===== src/rtl/trap_ctrl_pkg.sv =====
// rtl/trap_ctrl_pkg.sv - widths, CSR addresses, mstatus fields and FSM states for the trap sequencer
package trap_ctrl_pkg;

  localparam int XLEN  = 32;
  localparam int MXLEN = 32;

  localparam logic [11:0] CSR_MSTATUS = 12'h300;
  localparam logic [11:0] CSR_MTVEC   = 12'h305;
  localparam logic [11:0] CSR_MEPC    = 12'h341;
  localparam logic [11:0] CSR_MCAUSE  = 12'h342;
  localparam logic [11:0] CSR_MTVAL   = 12'h343;

  localparam int MSTATUS_MIE_BIT  = 3;
  localparam int MSTATUS_MPIE_BIT = 7;
  localparam int MSTATUS_MPP_LSB  = 11;

  typedef logic [4:0] trap_cause_t;

  localparam trap_cause_t IRQ_CODE_M_EXT = 5'd11;

  typedef enum logic [2:0] {
    ST_IDLE,
    ST_SAVE_EPC,
    ST_SAVE_CAUSE,
    ST_SAVE_TVAL,
    ST_SAVE_STATUS,
    ST_RESTORE_STATUS,
    ST_REDIRECT
  } trap_ctrl_state_t;

  // mstatus as written on trap entry: stack MIE into MPIE, disable, land in M-mode
  function automatic logic [MXLEN-1:0] status_on_trap(input logic [MXLEN-1:0] ms);
    logic [MXLEN-1:0] r;
    r = ms;
    r[MSTATUS_MPIE_BIT]          = ms[MSTATUS_MIE_BIT];
    r[MSTATUS_MIE_BIT]           = 1'b0;
    r[MSTATUS_MPP_LSB +: 2]      = 2'b11;
    return r;
  endfunction

  // mstatus as written on MRET: pop MPIE into MIE, re-arm MPIE
  function automatic logic [MXLEN-1:0] status_on_mret(input logic [MXLEN-1:0] ms);
    logic [MXLEN-1:0] r;
    r = ms;
    r[MSTATUS_MIE_BIT]           = ms[MSTATUS_MPIE_BIT];
    r[MSTATUS_MPIE_BIT]          = 1'b1;
    r[MSTATUS_MPP_LSB +: 2]      = 2'b11;
    return r;
  endfunction

endpackage


===== src/rtl/trap_ctrl_if.sv =====
// rtl/trap_ctrl_if.sv - request, CSR and PC-redirect signals between the pipeline and trap_ctrl
interface trap_ctrl_if;
  import trap_ctrl_pkg::*;

  logic              i_trap_req;
  trap_cause_t       i_trap_cause;
  logic [MXLEN-1:0]  i_trap_tval;
  logic [XLEN-1:0]   i_pc;
  logic              i_mret;
  logic              i_ext_irq;
  logic [MXLEN-1:0]  i_mstatus;
  logic [MXLEN-1:0]  i_mtvec;
  logic [MXLEN-1:0]  i_mepc;
  logic              o_csr_we;
  logic [11:0]       o_csr_addr;
  logic [MXLEN-1:0]  o_csr_wdata;
  logic              o_stall;
  logic              o_redirect;
  logic [XLEN-1:0]   o_redirect_pc;

  modport master (
    output i_trap_req, i_trap_cause, i_trap_tval, i_pc, i_mret, i_ext_irq,
           i_mstatus, i_mtvec, i_mepc,
    input  o_csr_we, o_csr_addr, o_csr_wdata, o_stall, o_redirect, o_redirect_pc
  );

  modport slave (
    input  i_trap_req, i_trap_cause, i_trap_tval, i_pc, i_mret, i_ext_irq,
           i_mstatus, i_mtvec, i_mepc,
    output o_csr_we, o_csr_addr, o_csr_wdata, o_stall, o_redirect, o_redirect_pc
  );
endinterface


===== src/rtl/trap_ctrl_target_calc.sv =====
// rtl/trap_ctrl_target_calc.sv - redirect target from mtvec/mepc; vectored mode under COTM32_TRAP_VECTORED_EN
module trap_target_calc
  import trap_ctrl_pkg::*;
(
  input  logic [MXLEN-1:0] mtvec,
  input  logic [MXLEN-1:0] mepc,
  input  logic             is_mret,
  input  logic             is_irq,
  input  trap_cause_t      code,
  output logic [XLEN-1:0]  target
);

  logic [MXLEN-1:0] base;
  logic             unused_bits;

  assign base = {mtvec[MXLEN-1:2], 2'b00};

  // MRET returns to mepc; traps go to the mtvec base, offset per cause when vectored
  always_comb begin
    target = base;
    if (is_mret) begin
      target = {mepc[MXLEN-1:2], 2'b00};
    end
`ifdef COTM32_TRAP_VECTORED_EN
    else if (is_irq && (mtvec[1:0] == 2'b01)) begin
      target = base + MXLEN'({code, 2'b00});
    end
`endif
  end

`ifdef COTM32_TRAP_VECTORED_EN
  assign unused_bits = ^mepc[1:0];
`else
  assign unused_bits = ^{mtvec[1:0], mepc[1:0], is_irq, code};
`endif

endmodule


===== src/rtl/trap_ctrl.sv =====
// rtl/trap_ctrl.sv - machine-mode trap/MRET sequencer; optional COTM32_TRAP_VECTORED_EN enables vectored irq targets
module trap_ctrl
  import trap_ctrl_pkg::*;
(
  input  logic       i_clk,
  input  logic       i_rst_n,
  trap_ctrl_if.slave bus
);

  trap_ctrl_state_t state, state_nxt;

  logic             lat_irq;
  logic             lat_mret;
  trap_cause_t      lat_code;
  logic [MXLEN-1:0] lat_tval;
  logic [XLEN-1:0]  lat_pc;

  logic idle, irq_ok, take_trap, take_irq, take_mret, accept;
  logic [XLEN-1:0] target;

  // Reset gates acceptance so every output drops the moment reset asserts
  assign idle      = (state == ST_IDLE) && i_rst_n;
  assign irq_ok    = bus.i_ext_irq && bus.i_mstatus[MSTATUS_MIE_BIT];
  assign take_trap = idle && bus.i_trap_req;
  assign take_irq  = idle && !bus.i_trap_req && irq_ok;
  assign take_mret = idle && !bus.i_trap_req && !irq_ok && bus.i_mret;
  assign accept    = take_trap || take_irq || take_mret;

  trap_target_calc u_target (
    .mtvec   (bus.i_mtvec),
    .mepc    (bus.i_mepc),
    .is_mret (lat_mret),
    .is_irq  (lat_irq),
    .code    (lat_code),
    .target  (target)
  );

  // State register
  always_ff @(posedge i_clk or negedge i_rst_n) begin
    if (!i_rst_n) state <= ST_IDLE;
    else          state <= state_nxt;
  end

  // Capture the accepted request so upstream may drop it once stalled
  always_ff @(posedge i_clk or negedge i_rst_n) begin
    if (!i_rst_n) begin
      lat_irq  <= 1'b0;
      lat_mret <= 1'b0;
      lat_code <= '0;
      lat_tval <= '0;
      lat_pc   <= '0;
    end else if (accept) begin
      lat_irq  <= take_irq;
      lat_mret <= take_mret;
      lat_code <= take_irq ? IRQ_CODE_M_EXT : bus.i_trap_cause;
      lat_tval <= take_irq ? '0 : bus.i_trap_tval;
      lat_pc   <= bus.i_pc;
    end
  end

  // Next state and per-state CSR write / redirect outputs
  always_comb begin
    state_nxt         = state;
    bus.o_csr_we      = 1'b0;
    bus.o_csr_addr    = '0;
    bus.o_csr_wdata   = '0;
    bus.o_stall       = (state != ST_IDLE) || accept;
    bus.o_redirect    = 1'b0;
    bus.o_redirect_pc = '0;
    case (state)
      ST_IDLE: begin
        if (take_trap || take_irq) state_nxt = ST_SAVE_EPC;
        else if (take_mret)        state_nxt = ST_RESTORE_STATUS;
      end
      ST_SAVE_EPC: begin
        bus.o_csr_we    = 1'b1;
        bus.o_csr_addr  = CSR_MEPC;
        bus.o_csr_wdata = MXLEN'(lat_pc);
        state_nxt       = ST_SAVE_CAUSE;
      end
      ST_SAVE_CAUSE: begin
        bus.o_csr_we    = 1'b1;
        bus.o_csr_addr  = CSR_MCAUSE;
        bus.o_csr_wdata = {lat_irq, {(MXLEN-6){1'b0}}, lat_code};
        state_nxt       = ST_SAVE_TVAL;
      end
      ST_SAVE_TVAL: begin
        bus.o_csr_we    = 1'b1;
        bus.o_csr_addr  = CSR_MTVAL;
        bus.o_csr_wdata = lat_tval;
        state_nxt       = ST_SAVE_STATUS;
      end
      ST_SAVE_STATUS: begin
        bus.o_csr_we    = 1'b1;
        bus.o_csr_addr  = CSR_MSTATUS;
        bus.o_csr_wdata = status_on_trap(bus.i_mstatus);
        state_nxt       = ST_REDIRECT;
      end
      ST_RESTORE_STATUS: begin
        bus.o_csr_we    = 1'b1;
        bus.o_csr_addr  = CSR_MSTATUS;
        bus.o_csr_wdata = status_on_mret(bus.i_mstatus);
        state_nxt       = ST_REDIRECT;
      end
      ST_REDIRECT: begin
        bus.o_redirect    = 1'b1;
        bus.o_redirect_pc = target;
        state_nxt         = ST_IDLE;
      end
      default: state_nxt = ST_IDLE;
    endcase
  end

endmodule


===== src/flat_wrapper.sv =====
// flat-port wrapper written by rule: the top's interface ports become plain ports
module trap_ctrl_flat import trap_ctrl_pkg::*;
  (i_clk, i_rst_n, bus_i_trap_req, bus_i_trap_cause, bus_i_trap_tval, bus_i_pc, bus_i_mret, bus_i_ext_irq, bus_i_mstatus, bus_i_mtvec, bus_i_mepc, bus_o_csr_we, bus_o_csr_addr, bus_o_csr_wdata, bus_o_stall, bus_o_redirect, bus_o_redirect_pc);
  trap_ctrl_if bus_i ();
  input  logic i_clk;
  input  logic i_rst_n;
  input wire logic [$bits(bus_i.i_trap_req)-1:0] bus_i_trap_req;
  input wire logic [$bits(bus_i.i_trap_cause)-1:0] bus_i_trap_cause;
  input wire logic [$bits(bus_i.i_trap_tval)-1:0] bus_i_trap_tval;
  input wire logic [$bits(bus_i.i_pc)-1:0] bus_i_pc;
  input wire logic [$bits(bus_i.i_mret)-1:0] bus_i_mret;
  input wire logic [$bits(bus_i.i_ext_irq)-1:0] bus_i_ext_irq;
  input wire logic [$bits(bus_i.i_mstatus)-1:0] bus_i_mstatus;
  input wire logic [$bits(bus_i.i_mtvec)-1:0] bus_i_mtvec;
  input wire logic [$bits(bus_i.i_mepc)-1:0] bus_i_mepc;
  output wire logic [$bits(bus_i.o_csr_we)-1:0] bus_o_csr_we;
  output wire logic [$bits(bus_i.o_csr_addr)-1:0] bus_o_csr_addr;
  output wire logic [$bits(bus_i.o_csr_wdata)-1:0] bus_o_csr_wdata;
  output wire logic [$bits(bus_i.o_stall)-1:0] bus_o_stall;
  output wire logic [$bits(bus_i.o_redirect)-1:0] bus_o_redirect;
  output wire logic [$bits(bus_i.o_redirect_pc)-1:0] bus_o_redirect_pc;
  assign bus_i.i_trap_req = bus_i_trap_req;
  assign bus_i.i_trap_cause = bus_i_trap_cause;
  assign bus_i.i_trap_tval = bus_i_trap_tval;
  assign bus_i.i_pc = bus_i_pc;
  assign bus_i.i_mret = bus_i_mret;
  assign bus_i.i_ext_irq = bus_i_ext_irq;
  assign bus_i.i_mstatus = bus_i_mstatus;
  assign bus_i.i_mtvec = bus_i_mtvec;
  assign bus_i.i_mepc = bus_i_mepc;
  assign bus_o_csr_we = bus_i.o_csr_we;
  assign bus_o_csr_addr = bus_i.o_csr_addr;
  assign bus_o_csr_wdata = bus_i.o_csr_wdata;
  assign bus_o_stall = bus_i.o_stall;
  assign bus_o_redirect = bus_i.o_redirect;
  assign bus_o_redirect_pc = bus_i.o_redirect_pc;
  trap_ctrl u_core (.i_clk(i_clk), .i_rst_n(i_rst_n), .bus(bus_i));
endmodule

===== config.mk =====
export PLATFORM = sky130hd
export DESIGN_NAME = trap_ctrl_flat
export DESIGN_NICKNAME = d
export VERILOG_FILES = /design/src/rtl/trap_ctrl_pkg.sv /design/src/rtl/trap_ctrl_if.sv /design/src/rtl/trap_ctrl_target_calc.sv /design/src/rtl/trap_ctrl.sv /design/src/flat_wrapper.sv
export SDC_FILE = /design/constraint.sdc
export NUM_CORES = 1
export LEC_CHECK = 0
export ABC_AREA = 1
export BUFFER_PORTS_ARGS = -buffer_cell sky130_fd_sc_hd__buf_2
export CORE_UTILIZATION = 50
export CTS_CLUSTER_DIAMETER = 60
export DETAILED_ROUTE_END_ITERATION = 8
export GPL_TIMING_DRIVEN = 1
export PLACE_DENSITY = 0.9
export SYNTH_ARGS = -nofsm -noshare
export SYNTH_HDL_FRONTEND = slang
export SYNTH_SLANG_ARGS = --single-unit
export TNS_END_PERCENT = 50

===== constraint.sdc =====
create_clock -name i_clk -period 2.4 [get_ports i_clk]
set_input_delay 0.48 -clock i_clk [delete_from_list [all_inputs] [get_ports i_clk]]
set_output_delay 0.48 -clock i_clk [all_outputs]
set_load 0.05 [all_outputs]

[Yosys cells after proc, flatten, opt, wreduce, memory -nomap -nowiden]
Cells that the tools add are included.
Word-level totals
  logic and storage cells: 40
  bits of input ports: 170
  output and inout bits: 79
  bits in latches: 0
  ROM bits: 0
  memories: 0
  register bits: 74
  memory bits (writable): 0
Operators by class
  bitwise gates (word level): 0
  add/sub/neg operators: 0
  multiplexer cells: 11
  shift operators: 0
  div/mod/pow operators: 0
  magnitude comparators: 0
  reductions and logical operators: 16
  equality and inequality tests: 7
  multiply operators: 0
Operator list (count)
  32-bit one-hot mux with 5 select lines: 1
  32-bit 2-to-1 mux: 3
  10-bit one-hot mux with 4 select lines: 1
  3-bit one-hot mux with 5 select lines: 1
  3-bit == test, second input constant: 3
  1-bit logical AND: 7
  3-bit by 2-bit == test with 1-bit output, second input constant: 2
  3-bit 2-to-1 mux: 2
  5-bit 2-to-1 mux: 1
  5-bit OR reduction: 1
  3-bit by 1-bit == test with 1-bit output, second input constant: 1
  3-bit logical NOT: 1
  1-bit logical OR: 3
  3-bit by 2-bit inequality test with 1-bit output, second input constant: 1
  3-bit nonzero test: 1
  1-bit logical NOT: 2
  1-bit 2-to-1 mux: 2
  2-bit OR reduction: 1

[Logic depth before layout (Yosys ltp)]
  depth in word-level cells: 8
  depth in mapped cells: 8
  depth with buffers taken out: 7

[By module]
Synthesis repeated with hierarchy kept, for this count alone.
Unflattened totals
  cell total of the unflattened synthesis: 739
  area, all modules: 4550.6 µm²
Modules (own cells, without submodules)
  trap_ctrl: area each 4160.2 µm², instances 1, cells an instance 639, sequential area each 1851.8 µm²
  trap_target_calc: area each 390.4 µm², instances 1, cells an instance 100, sequential area each 0.0 µm²

[Least setup slack after synthesis]
Ideal clock, no wire load.
  path kind: reg-to-output
  from: reg u_core.state[1]
  to: out bus_o_csr_addr[9]
  cell stages (with the launch flop): 5
  path slack: -0.285 ns
  arrival time: 2.205 ns
  required time: 1.920 ns
  buffers on the path: 2
  cells stage by stage: dfrtp_1 buf_2 nor2_1 o21ai_0 buf_4
On the way
  longest elaborated chain between the ends: 3
  elaborated cells on any way between the ends: 7
  classes of those cells: eq/ne: 5; mux: 1; reduce/logical: 1
Ends and longest elaborated chain
  from (decl): line trap_ctrl.sv:10  | trap_ctrl_state_t state, state_nxt;
  from (signal assigned): line trap_ctrl.sv:41  | else state <= state_nxt;
  3-bit == test: line trap_ctrl.sv:70  | case (state)
  2-bit OR reduction (no line)
  10-bit one-hot mux with 4 select lines *: line trap_ctrl.sv:70
  to (decl): line flat_wrapper.sv:17  | output wire logic [$bits(bus_i.o_csr_addr)-1:0] bus_o_csr_addr;
Every way passes the cells marked *; elsewhere a longest branch is shown, timed or not.

[Worst setup path after layout]
  from: reg u_core.state[1]
  to: out bus_o_csr_wdata[0]
On the way
  longest elaborated chain between the ends: 2
  elaborated cells on any way between the ends: 6
  classes of those cells: eq/ne: 5; mux: 1
Ends and longest elaborated chain
  3-bit == test, or another cell as far along: line trap_ctrl.sv:70
  32-bit one-hot mux with 5 select lines *: line trap_ctrl.sv:70
  to (decl): line flat_wrapper.sv:18  | output wire logic [$bits(bus_i.o_csr_wdata)-1:0] bus_o_csr_wdata;
Marks and branches as above.

==> impl_results.md <==
- Area share of the largest cell type after synthesis: 38.1%
- Synth area leader: dfrtp_1
- Clock transition at path regs: 0.08 ns
- Slew Viols, Final: 0
- Wirelength, routed: 14.9 mm
- Maximum vdd drop: 0.731 mV
- Status: complete, no violations
- DP Area: 0.00623 sq mm
- Pwr dens: 1290 mW/mm^2
- Worst Hold Class: in -> reg
- CP Capture Type: primary output
- Clock buffer depth: 2
- CTS tree: done
- PortBufs: 233
- Ys async rst share: 100%
- Initial antenna violation count: 0
- Max-Slew Margin vs Limit: 42.8%
- Ys flop type: dfrtp_1
- Post-route setup TNS: 0 ns
- Worst Max-Slew Pin Slew: 0.857 ns
- Full die area: 0.0101 sq mm
- DR vias: 5616
- Starting Density: 52.0%
- Synthesized flop and latch total: 74
- Maximum clock rate: 422 MHz
- Drt via density: 4.81
- Library cells used by synthesis: 21
- Clk network pwr share: 15.3%
- Max Cap Viol: 0
- Placed Instances: 1149
- Switching power total: 4.44 mW
- Fill cells: 746
- Yosys warns: 0
- Antenna Nets Post-Route: 0
- Die width: 101 um
- Seq/Total Area, Yosys: 38.1%
- Reg2reg setup slack: 0.47 ns
- FP Rows: 35
- Core Area: 0.00933 sq mm
- Synth area leaders: dfrtp_1 (38%), nand2_1 (32%), inv_1 (9.6%)
- Static Leakage: 4.22 nW
- Count leader, synth: nand2_1
- Proportion of layout cells with a drive suffix above 1: 28.8%
- DP HPWL: 10.4 mm
- Design area: 0.00667 sq mm
- Mapped cell area: 0.00485 sq mm
- Internal: 4.19 mW
- Worst EP required: 1.92 ns
- Iter 0 DRT Violations: 523
- GPL Wtd Cong: 0.888
- Root Driver: clkbuf_8
- Cells after Synth: 805
- Area grow syn2layout: 37.4%
- Routed wire per std cell: 12.8 um
- Sequential share of power: 25.0%
- Synth cell count leaders: nand2_1 (408), inv_1 (124), dfrtp_1 (74), nor2_1 (72), a21oi_1 (33)
- Worst setup SP type: register
- Worst path arrival time: 1.89 ns
- First-pass GRT wire length: 22.7 mm
- ANT cells: 0
- DR DRC count: 0
- Final hold violation count: 0
- Pin count of the biggest net entering global routing: 69
- Overall Global Routing Usage: 28.7%
- CTS Buf Count: 9
- Die height: 101 um
- Vias in the first global route: 5092
- Initial DRT Pass Iterations: 5
- Period minus WS final: 2.37 ns
- Avg Inst Size Synth: 6.03 sq um
- Clock Skew: 0.00586 ns
- H-tree Lvls: 3
- Pwr Total: 8.64 mW
- I/O pin cnt: 249
- RSZ-0062 raised after global routing: true
- Setup Viol. Count Final: 0
- CP max FO: 13
- Nets: 1206
- Post-route insts no fill: 1167
- Crit share post-route: 98.8%
- Combinational share of power: 59.7%
- Sink Count: 74
- Crit Path Category: reg -> out
- EDFF count, synth: 0
- Residual overflow from global routing: 0
- Clk_lat worst skew: 0.35 ns
- Switch share: 51.4%
- Core Util, Final: 71.5%
==> power groups by stage <==
| stage | clock network [mW] | logic [mW] | registers (mW) |
|---|---|---|---|
| 5_1_grt | 1.39 | 5.56 | 2.22 |
| 4_1_cts | 1.32 | 4.95 | 2.14 |
| 3_3_place_gp | 0 | 4.72 | 2.13 |
| 6_report | 1.32 | 5.15 | 2.16 |
| 3_5_place_dp | 0 | 4.79 | 2.14 |
| 2_1_floorplan | 0 | 3.60 | 2.07 |
==> final timing paths <==
check,startpoint,cells after the start,endpoint
max,u_core.state[1],8,bus_o_csr_wdata[0]
min,bus_i_pc[23],3,u_core.lat_pc[23]
max reg2reg,u_core.state[0],7,u_core.lat_tval[13]
min reg2reg,u_core.lat_pc[9],2,u_core.lat_pc[9]
max in group asynchronous,i_rst_n,3,u_core.state[0]
min in group asynchronous,i_rst_n,2,u_core.lat_mret
==> critical path, stage by stage, from the launching register on <==
cell and delay, ns:
dfrtp_1 0.40, buf_6 0.16, nor2_4 0.23, buf_4 0.16
nand2_1 0.04, nand2_1 0.06, inv_1 0.04, a21oi_1 0.17
clkbuf_4 0.27
==> stage by stage <==
step	setup WS (ns)	hold slack, ns
global placement	0.282	0.321
global route	-0.0837	0.325
floorplan	-0.0350	0.184
finish	0.0292	0.316
CTS	0.00147	0.320
detailed placement	0.283	0.322
==> layout by cell type (no fill, tap or decap), types with 3 or more instances in the layout <==
cell and instances:
a21oi_1 22, a21oi_2 11, buf_12 6, buf_2 201
buf_4 34, buf_6 10, bufinv_16 4, clkbuf_4 6
clkbuf_8 10, conb_1 9, dfrtp_1 73, ha_1 3
inv_1 122, nand2_1 407, nand3_1 10, nor2_1 70
o21ai_0 17, o21ai_1 5
==> registers in the layout, summed over array words and instances, names as in the netlist <==
| signal | count |
|---|---|
| u_core.lat_code | 5 |
| u_core.lat_irq | 1 |
| u_core.lat_pc | 32 |
| u_core.lat_mret | 1 |
| u_core.state | 3 |
| u_core.lat_tval | 32 |
==> cells by family after synthesis <==
| group | synth area share (%) |
|---|---|
| adder cells (fa/ha/maj) | 0.773 |
| other | 0.0772 |
| buffers and inverters | 15.4 |
| flip-flops | 38.1 |
| AO/OA/AOI/OAI | 6.11 |
| AND/OR/NAND/NOR | 39.5 |
==> cell type report <==
cell class / count / area [sq um] / share of cell area [%]
flip-flops and latches: 74 / 1850 / 27.8
well taps: 129 / 161 / 2.42
clock inverters: 6 / 138 / 2.06
repair buffers: 258 / 1550 / 23.2
multi-input cells: 565 / 2360 / 35.4
inverters: 125 / 474 / 7.11
clock buffers: 10 / 138 / 2.06
==> repair_timing <==
item | in CTS | in global routing
hold endpoints to repair | 6 | 0
buffers inserted | 1 | 0
hold buffers | 1 | 0
gates resized for setup | 23 | 34
setup endpoints to repair | 24 | 32
pin swaps | 1 | 1
==> metal layers <==
layer	global-route usage [%]	wire (um)	up-vias
li1	-	-	2772
met1	34.8	5890	2510
met2	49.5	7110	285
met3	5.27	1370	49
met4	13.7	569	0
met5	0	0	-
(Power assumes the default switching activity.)
